[config.mk]
export PLATFORM = sky130hd
export DESIGN_NAME = post_trace_buffer
export DESIGN_NICKNAME = d
export VERILOG_FILES = /design/src/rtl/snn_post_pkg.sv /design/src/rtl/post_trace_decay.sv /design/src/rtl/post_trace_buffer.sv
export SDC_FILE = /design/constraint.sdc
export NUM_CORES = 2
export LEC_CHECK = 0
export BUFFER_PORTS_ARGS = -buffer_cell sky130_fd_sc_hd__buf_2
export CAP_MARGIN = 20
export CELL_PAD_IN_SITES_DETAIL_PLACEMENT = 1
export CELL_PAD_IN_SITES_GLOBAL_PLACEMENT = 2
export CORE_MARGIN = 4
export CORE_UTILIZATION = 42
export DETAILED_ROUTE_END_ITERATION = 6
export PLACE_DENSITY_LB_ADDON = 0.15
export SLEW_MARGIN = 10
export SYNTH_ARGS = -nofsm -noshare
export SYNTH_HDL_FRONTEND = slang
export SYNTH_SLANG_ARGS = --single-unit
[constraint.sdc]
create_clock -name clk -period 4.1 [get_ports clk]
set_input_delay 1.23 -clock clk [delete_from_list [all_inputs] [get_ports clk]]
set_output_delay 1.23 -clock clk [all_outputs]
set_load 0.02 [all_outputs]
[src/rtl/snn_post_pkg.sv]
// Shared types and constant helpers for the post-synaptic trace buffer.
package snn_post_pkg;

   typedef enum logic {
      IDLE    = 1'b0,
      COLLECT = 1'b1
   } post_state_t;

   // All-ones value of a trace of the given width (the value a spike sets).
   function automatic logic [63:0] trace_ones(input int width);
      return (64'd1 << width) - 64'd1;
   endfunction

   // Largest value a saturating counter of the given width may hold.
   function automatic logic [63:0] cnt_max(input int width);
      return (64'd1 << width) - 64'd1;
   endfunction

endpackage

[src/rtl/post_trace_decay.sv]
// Combinational trace datapath: clear on init, set on spike, else exponential decay by shift.
module post_trace_decay
   import snn_post_pkg::*;
#(
   parameter int TRACE_W = 16,
   parameter int SHIFT   = 4
) (
   input  logic [TRACE_W-1:0] i_y,
   input  logic               i_spike,
   input  logic               i_init,
   output logic [TRACE_W-1:0] o_y
);

   localparam logic [TRACE_W-1:0] ONES = TRACE_W'(trace_ones(TRACE_W));

   logic [TRACE_W-1:0] w_decayed;

   // y >> SHIFT never exceeds y, so the subtraction cannot wrap.
   assign w_decayed = i_y - (i_y >> SHIFT);

   always_comb begin
      if (i_init) begin
         o_y = '0;
      end else if (i_spike) begin
         o_y = ONES;
      end else begin
         o_y = w_decayed;
      end
   end

endmodule

[src/rtl/post_trace_buffer.sv]
// Per-neuron post-synaptic state buffer: STDP traces, spike counters, frame sequencing.
// Optional winner-take-all outputs are built when POST_WTA_EN is defined.
module post_trace_buffer
   import snn_post_pkg::*;
#(
   parameter int N_NEURON   = 18,
   parameter int TRACE_W    = 16,
   parameter int CNT_W      = 7,
   parameter int TAU1_SHIFT = 4,
   parameter int TAU2_SHIFT = 5,
   localparam int IDX_W     = $clog2(N_NEURON)
) (
   input  logic                        clk,
   input  logic                        rst_n,
   input  logic                        i_valid,
   input  logic [IDX_W-1:0]            i_idx,
   input  logic                        i_spike,
   input  logic                        i_s_init,
   input  logic                        i_cnt_clr,
   output logic [N_NEURON-1:0]         o_spike_buf,
   output logic [N_NEURON*TRACE_W-1:0] o_y1_trace,
   output logic [N_NEURON*TRACE_W-1:0] o_y2_prev,
   output logic [N_NEURON*CNT_W-1:0]   o_post_cnt,
   output logic [IDX_W:0]              o_inhbt,
   output logic                        o_valid,
   output logic                        o_seq_err,
   output logic                        o_cnt_sat
`ifdef POST_WTA_EN
   ,
   output logic [IDX_W-1:0]            o_winner_idx,
   output logic                        o_winner_vld
`endif
);

   localparam logic [CNT_W-1:0] CNT_MAX  = CNT_W'(cnt_max(CNT_W));
   localparam logic [IDX_W-1:0] LAST_IDX = IDX_W'(N_NEURON - 1);

   logic               r_s1_acc, r_s1_inr, r_s1_spike, r_s1_init, r_s1_clr;
   logic [IDX_W-1:0]   r_s1_idx;
   logic [TRACE_W-1:0] r_s1_y1, r_s1_y2;

   logic               r_s2_vld;
   logic [IDX_W-1:0]   r_s2_idx;
   logic [TRACE_W-1:0] r_s2_y1, r_s2_y2, r_s2_y2p;

   logic [TRACE_W-1:0] r_y1  [N_NEURON];
   logic [TRACE_W-1:0] r_y2  [N_NEURON];
   logic [TRACE_W-1:0] r_y2p [N_NEURON];
   logic [CNT_W-1:0]   r_cnt [N_NEURON];
   logic [N_NEURON-1:0] r_spike_buf;
   logic [IDX_W:0]     r_inhbt;

   post_state_t        r_state, w_state_nxt;
   logic [IDX_W-1:0]   r_exp, w_exp_nxt;
   logic               w_seq_err, w_frame_done;
   logic               r_seq_err, r_valid_pend, r_valid;

   logic               w_in_range, w_s1_wr;
   logic [TRACE_W-1:0] w_y1_new, w_y2_new, w_y1_arr, w_y2_arr, w_y1_rd, w_y2_rd;

   assign w_in_range = ({1'b0, i_idx} < (IDX_W+1)'(N_NEURON));
   assign w_s1_wr    = r_s1_acc & r_s1_inr;

   always_comb begin
      w_y1_arr = '0;
      w_y2_arr = '0;
      for (int k = 0; k < N_NEURON; k++) begin
         if (i_idx == IDX_W'(k)) begin
            w_y1_arr = r_y1[k];
            w_y2_arr = r_y2[k];
         end
      end
   end

   // The array lags two accepts behind; take the newest in-flight value for the same neuron.
   always_comb begin
      if (w_s1_wr && (r_s1_idx == i_idx)) begin
         w_y1_rd = w_y1_new;
         w_y2_rd = w_y2_new;
      end else if (r_s2_vld && (r_s2_idx == i_idx)) begin
         w_y1_rd = r_s2_y1;
         w_y2_rd = r_s2_y2;
      end else begin
         w_y1_rd = w_y1_arr;
         w_y2_rd = w_y2_arr;
      end
   end

   post_trace_decay #(.TRACE_W(TRACE_W), .SHIFT(TAU1_SHIFT)) u_y1_decay (
      .i_y     (r_s1_y1),
      .i_spike (r_s1_spike),
      .i_init  (r_s1_init),
      .o_y     (w_y1_new)
   );

   post_trace_decay #(.TRACE_W(TRACE_W), .SHIFT(TAU2_SHIFT)) u_y2_decay (
      .i_y     (r_s1_y2),
      .i_spike (r_s1_spike),
      .i_init  (r_s1_init),
      .o_y     (w_y2_new)
   );

   always_ff @(posedge clk or negedge rst_n) begin
      if (!rst_n) begin
         r_s1_acc   <= 1'b0;
         r_s1_inr   <= 1'b0;
         r_s1_spike <= 1'b0;
         r_s1_init  <= 1'b0;
         r_s1_clr   <= 1'b0;
         r_s1_idx   <= '0;
         r_s1_y1    <= '0;
         r_s1_y2    <= '0;
         r_s2_vld   <= 1'b0;
         r_s2_idx   <= '0;
         r_s2_y1    <= '0;
         r_s2_y2    <= '0;
         r_s2_y2p   <= '0;
      end else begin
         r_s1_acc   <= i_valid;
         r_s1_inr   <= w_in_range;
         r_s1_spike <= i_spike;
         r_s1_init  <= i_s_init;
         r_s1_clr   <= i_cnt_clr;
         r_s1_idx   <= i_idx;
         r_s1_y1    <= w_y1_rd;
         r_s1_y2    <= w_y2_rd;
         r_s2_vld   <= w_s1_wr;
         r_s2_idx   <= r_s1_idx;
         r_s2_y1    <= w_y1_new;
         r_s2_y2    <= w_y2_new;
         r_s2_y2p   <= r_s1_init ? '0 : r_s1_y2;
      end
   end

   // NOTE: the trace arrays are plain flops, so they take the async reset like any other state.
   always_ff @(posedge clk or negedge rst_n) begin
      if (!rst_n) begin
         for (int k = 0; k < N_NEURON; k++) begin
            r_y1[k]  <= '0;
            r_y2[k]  <= '0;
            r_y2p[k] <= '0;
         end
      end else if (r_s2_vld) begin
         for (int k = 0; k < N_NEURON; k++) begin
            if (r_s2_idx == IDX_W'(k)) begin
               r_y1[k]  <= r_s2_y1;
               r_y2[k]  <= r_s2_y2;
               r_y2p[k] <= r_s2_y2p;
            end
         end
      end
   end

   always_ff @(posedge clk or negedge rst_n) begin
      if (!rst_n) begin
         for (int k = 0; k < N_NEURON; k++) r_cnt[k] <= '0;
         r_spike_buf <= '0;
         r_inhbt     <= '0;
      end else begin
         for (int k = 0; k < N_NEURON; k++) begin
            if (r_s1_clr) begin
               r_cnt[k] <= '0;
            end else if (w_s1_wr && r_s1_spike && (r_s1_idx == IDX_W'(k)) && (r_cnt[k] != CNT_MAX)) begin
               r_cnt[k] <= r_cnt[k] + CNT_W'(1);
            end
            if (w_s1_wr && (r_s1_idx == IDX_W'(k))) r_spike_buf[k] <= r_s1_spike;
         end
         if (w_s1_wr) begin
            if (r_s1_idx == '0) begin
               r_inhbt <= (IDX_W+1)'(r_s1_spike);
            end else if (r_s1_spike) begin
               r_inhbt <= r_inhbt + (IDX_W+1)'(1);
            end
         end
      end
   end

   always_ff @(posedge clk or negedge rst_n) begin
      if (!rst_n) begin
         r_state <= IDLE;
         r_exp   <= '0;
      end else begin
         r_state <= w_state_nxt;
         r_exp   <= w_exp_nxt;
      end
   end

   always_comb begin
      w_state_nxt = r_state;
      w_exp_nxt   = r_exp;
      if (r_s1_acc) begin
         if (!r_s1_inr) begin
            w_state_nxt = IDLE;
         end else begin
            case (r_state)
               IDLE: begin
                  if (r_s1_idx == '0) begin
                     w_state_nxt = COLLECT;
                     w_exp_nxt   = IDX_W'(1);
                  end
               end
               COLLECT: begin
                  if (r_s1_idx == r_exp) begin
                     if (r_s1_idx == LAST_IDX) w_state_nxt = IDLE;
                     else                      w_exp_nxt   = r_exp + IDX_W'(1);
                  end else if (r_s1_idx == '0) begin
                     w_exp_nxt = IDX_W'(1);
                  end else begin
                     w_state_nxt = IDLE;
                  end
               end
               default: w_state_nxt = IDLE;
            endcase
         end
      end
   end

   always_comb begin
      w_seq_err    = 1'b0;
      w_frame_done = 1'b0;
      if (r_s1_acc) begin
         if (!r_s1_inr) begin
            w_seq_err = 1'b1;
         end else if (r_state == IDLE) begin
            w_seq_err = (r_s1_idx != '0);
         end else if (r_s1_idx == r_exp) begin
            w_frame_done = (r_s1_idx == LAST_IDX);
         end else begin
            w_seq_err = 1'b1;
         end
      end
   end

   // The done strobe waits one more edge so it lines up with the last trace write.
   always_ff @(posedge clk or negedge rst_n) begin
      if (!rst_n) begin
         r_seq_err    <= 1'b0;
         r_valid_pend <= 1'b0;
         r_valid      <= 1'b0;
      end else begin
         r_seq_err    <= w_seq_err;
         r_valid_pend <= w_frame_done;
         r_valid      <= r_valid_pend;
      end
   end

`ifdef POST_WTA_EN
   logic [IDX_W-1:0] r_win_idx, w_win_idx;
   logic             r_win_vld, w_win_any;

   always_comb begin
      w_win_idx = '0;
      w_win_any = 1'b0;
      for (int k = N_NEURON - 1; k >= 0; k--) begin
         if (r_spike_buf[k]) begin
            w_win_idx = IDX_W'(k);
            w_win_any = 1'b1;
         end
      end
   end

   always_ff @(posedge clk or negedge rst_n) begin
      if (!rst_n) begin
         r_win_idx <= '0;
         r_win_vld <= 1'b0;
      end else if (r_valid_pend) begin
         r_win_idx <= w_win_idx;
         r_win_vld <= w_win_any;
      end
   end

   assign o_winner_idx = r_win_idx;
   assign o_winner_vld = r_win_vld;
`endif

   for (genvar k = 0; k < N_NEURON; k++) begin : g_out
      assign o_y1_trace[k*TRACE_W +: TRACE_W] = r_y1[k];
      assign o_y2_prev[k*TRACE_W +: TRACE_W]  = r_y2p[k];
      assign o_post_cnt[k*CNT_W +: CNT_W]     = r_cnt[k];
   end

   always_comb begin
      o_cnt_sat = 1'b0;
      for (int k = 0; k < N_NEURON; k++) begin
         if (r_cnt[k] == CNT_MAX) o_cnt_sat = 1'b1;
      end
   end

   assign o_spike_buf = r_spike_buf;
   assign o_inhbt     = r_inhbt;
   assign o_valid     = r_valid;
   assign o_seq_err   = r_seq_err;

endmodule

==> metrics.yaml <==
status:
  status: "finished, final reports clean"
routing:
  ant_nets: 0
  drt_wl_total_um: 199300
  via_per_inst: 6.003
  routedWlPerCell_um: 31.79
  dr.pass1.iters: 7
  vias: 37630
  initialDrtViolationCount: 3163
  drc_errors: 0
worst_setup_path:
  crit_fanout: 4
  ff2ff_path_depth: 9
  path_cells: "ha_1, and3_1, nand4_1, nand4_1, nor3_1, nand4_1, buf_2"
  crit_buf_inv: 1
  worstPathRequired_ns: 2.87
  crit_family: "simple AND/OR/NAND/NOR gates"
  r2r_start: "r_s1_y2[0]$_DFF_PN0_"
  start_kind: "flip-flop"
  cp.arrival_ns: 2.58
  worst-path-stages: 7
  crit_top_cell: "nand4_1"
  setup.worst_path.start: "o_post_cnt[0]$_DFFE_PN0P_"
  crit_slowest_cell: "dfrtp_1"
  crit_type: "flip-flop to primary output"
  max_stage_delay_ns: 0.42
  end_kind: "primary output"
sta:
  worst_pin_slew_ns: 1.170
  drv_slew: 0
  grt_setup_unrepaired: "no"
  timing.final.hold_violations: 0
  finalSetupViolCount: 0
  fmax_mhz: 262.4
  tns_ns: 0
  clock_skew_ns: 0.04105
  period_needed_ns: 3.811
  whs_ns: 0.3503
  fin_crit_sh: 0.9295
  slew_headroom: 0.2200
place:
  postPlaceCellArea_um2: 55570
  port_buffers: 739
  dp_hpwl_um: 139700
  dp.cells: 6044
  gp_congestion: 0.9266
power_and_ir_drop:
  p_leak_nw: 30.80
  p_sw_w: 0.008662
  internal_power_w: 0.02037
  switching_share: 0.2984
  combPwrFrac: 0.145
  pwr-share-clk: 0.384
  seqPwrFrac: 0.471
  power_density_nw_per_um2: 487.0
  peakVddDrop_uv: 357.9
clocking:
  cts_hold_buf: 0
  htreeDepth: 3
  cts_root_buf: "clkbuf_16"
  cts_setup_buffers: 0
  clk_latency_ns: 0.74
  cts_buffers: 120
  cts-resized-gates: 0
  cts_buffer_depth: 3
  clk_pin_slew_ns: 0.06
  cts_tree: "done"
  cts.sinks: 1119
die:
  coreArea_um2: 117900
  rows: 126
  start_util: 0.4223
  io_pins: 740
  die_area_um2: 124100
  chipHeight_um: 352.3
  die_w_um: 352.3
synth:
  synth-main-ff-cell: "dfrtp_1"
  ys_async_sr_fraction: 1.000
  syn_area_um2: 49800
  synth-edff-count: 0
  synth_top_area_cell: "dfrtp_1"
  yosysUniqueCellTypes: 104
  ys_ff_latch: 1119
  synthTopCellsByArea: "dfrtp_1 56%, mux2_2 20%, nor2_1 1.7%"
  synth_top_area_share: 0.5623
  avgSynthCellArea_um2: 12.71
  synth_cells: 3917
  ys_warn_count: 0
  yosysMostFrequentCell: "dfrtp_1"
  seq_area_frac_synth: 0.5623
  synthesis.nets: 3973
  synth_common_cells: "1119 x dfrtp_1, 880 x mux2_2, 232 x nor2_1, 137 x nand2_1, 126 x clkbuf_1"
min_path:
  worstHoldPathCells: 0
  min_path_type: "flip-flop to flip-flop"
  min_from: "r_valid_pend$_DFF_PN0_"
global_route:
  antenna_found_initial: 7
  grt_max_degree: 107
  track_usage: 0.3143
  grt-ovfl-total: 0
  first_global_vias: 38790
  grt_pass1_wl_um: 288500
cells_and_area:
  nets: 4686
  final.fill_count: 12150
  final_cells: 6268
  stdcell_area_um2: 59620
  layout-drive-gt1-share: 0.4334
  synthToLayoutAreaGrowth_pct: 19.71
run:
  drv_cap: 0
[worst register-to-register path, cell delays in order (launching register included)]
cell	delay, ns
dfrtp_1	0.39
inv_1	0.15
ha_1	0.26
fa_1	0.24
nor2b_1	0.09
o31ai_2	0.36
a211oi_1	0.17
a2111oi_0	0.58
mux2i_1	0.50
o2bb2ai_1	0.17
[final timing paths]
path	to	slack, ns
worst max-delay path	o_cnt_sat	0.29
worst min-delay path	o_valid$_DFF_PN0_	0.35
worst max register to register	r_s1_y2[14]$_DFF_PN0_	1.12
worst min register to register	o_valid$_DFF_PN0_	0.35
max in group asynchronous	r_y2[105]$_DFFE_PN0P_	2.48
min in group asynchronous	r_exp[3]$_DFFE_PN0P_	0.55
[power by group through the flow]
stage	Combinational [W]	Sequential [W]	Clock, W
2_1_floorplan	0.00200	0.0136	0
3_3_place_gp	0.00410	0.0138	0
3_5_place_dp	0.00419	0.0138	0
4_1_cts	0.00422	0.0136	0.0113
5_1_grt	0.00449	0.0138	0.0118
6_report	0.00420	0.0137	0.0111
[metal layers]
layer / routed length, um / vias up / part of all wire / global-route usage
met2: 93150 / 1540 / 0.47 / 0.5112
met1: 85730 / 20080 / 0.43 / 0.4302
met5: 9 / - / 0.000045 / 0
met4: 6574 / 2 / 0.033 / 0.09143
li1: - / 15670 / - / -
met3: 13790 / 339 / 0.069 / 0.06066
[final cells by class]
cell class	instances	area, um2	share of cell area
antenna	2	5.005	0.00008395
clock buffer	194	3662	0.06143
clock inverter	28	376.6	0.006317
inverter	39	146.4	0.002456
multi-input combinational	2450	20240	0.3396
sequential	1119	28010	0.4698
tap	1536	1922	0.03224
timing repair buffer	900	5253	0.08811
[cell families (layout without fill, tap and decap cells)]
logic type | after synthesis | in the layout | share of synthesized area
flip-flops | 1119 | 1119 | 0.5623
multiplexers | 932 | 932 | 0.2094
AND/OR/NAND/NOR | 760 | 760 | 0.07864
AO/OA/AOI/OAI | 601 | 601 | 0.08494
buffers and inverters | 348 | 1161 | 0.03339
XOR/XNOR | 112 | 112 | 0.01970
adder cells (fa/ha/maj) | 45 | 45 | 0.01161
other | 0 | 2 | 0
[metrics by stage]
step / power (W) / util / setup slack, ns
final: 0.02903 / 0.5055 / 0.2889
after global routing: 0.03008 / 0.5055 / 0.1151
after CTS: 0.02918 / 0.5055 / 0.2102
after detailed placement: 0.01801 / 0.4713 / -0.003237
after global placement: 0.01791 / 0.4710 / 0.06313
after floorplan: 0.01563 / - / 1.254
[placed cells by master, fill, tap and decap left out, drive strengths merged, types with 10 or more instances in the layout]
| cell | n |
|---|---|
| a2111oi | 15 |
| a211oi | 36 |
| a21o | 34 |
| a21oi | 84 |
| a221oi | 19 |
| a222oi | 16 |
| a22o | 10 |
| a22oi | 57 |
| a31oi | 34 |
| and2 | 14 |
| and3 | 70 |
| buf | 900 |
| clkbuf | 194 |
| clkinv | 15 |
| dfrtp | 1119 |
| ha | 43 |
| inv | 40 |
| mux2 | 880 |
| mux2i | 52 |
| nand2 | 146 |
| nand2b | 14 |
| nand3 | 72 |
| nand4 | 66 |
| nor2 | 243 |
| nor2b | 34 |
| nor3 | 32 |
| nor3b | 10 |
| nor4 | 14 |
| o211ai | 11 |
| o21ai | 107 |
| o22ai | 65 |
| or3 | 15 |
| xnor2 | 31 |
| xor2 | 81 |
[state kept, by name (all words and copies together), names as in the netlist, 5 cells and up]
signal	flops
r_s2_y1	16
o_inhbt	6
r_s1_y1	16
o_y2_prev	288
r_s2_y2p	16
o_post_cnt	126
r_s1_idx	5
o_y1_trace	288
r_y2	288
r_s2_y2	16
r_s1_y2	16
r_s2_idx	5
o_spike_buf	18
r_exp	5
Note: power is estimated with default switching activity, not from simulation.
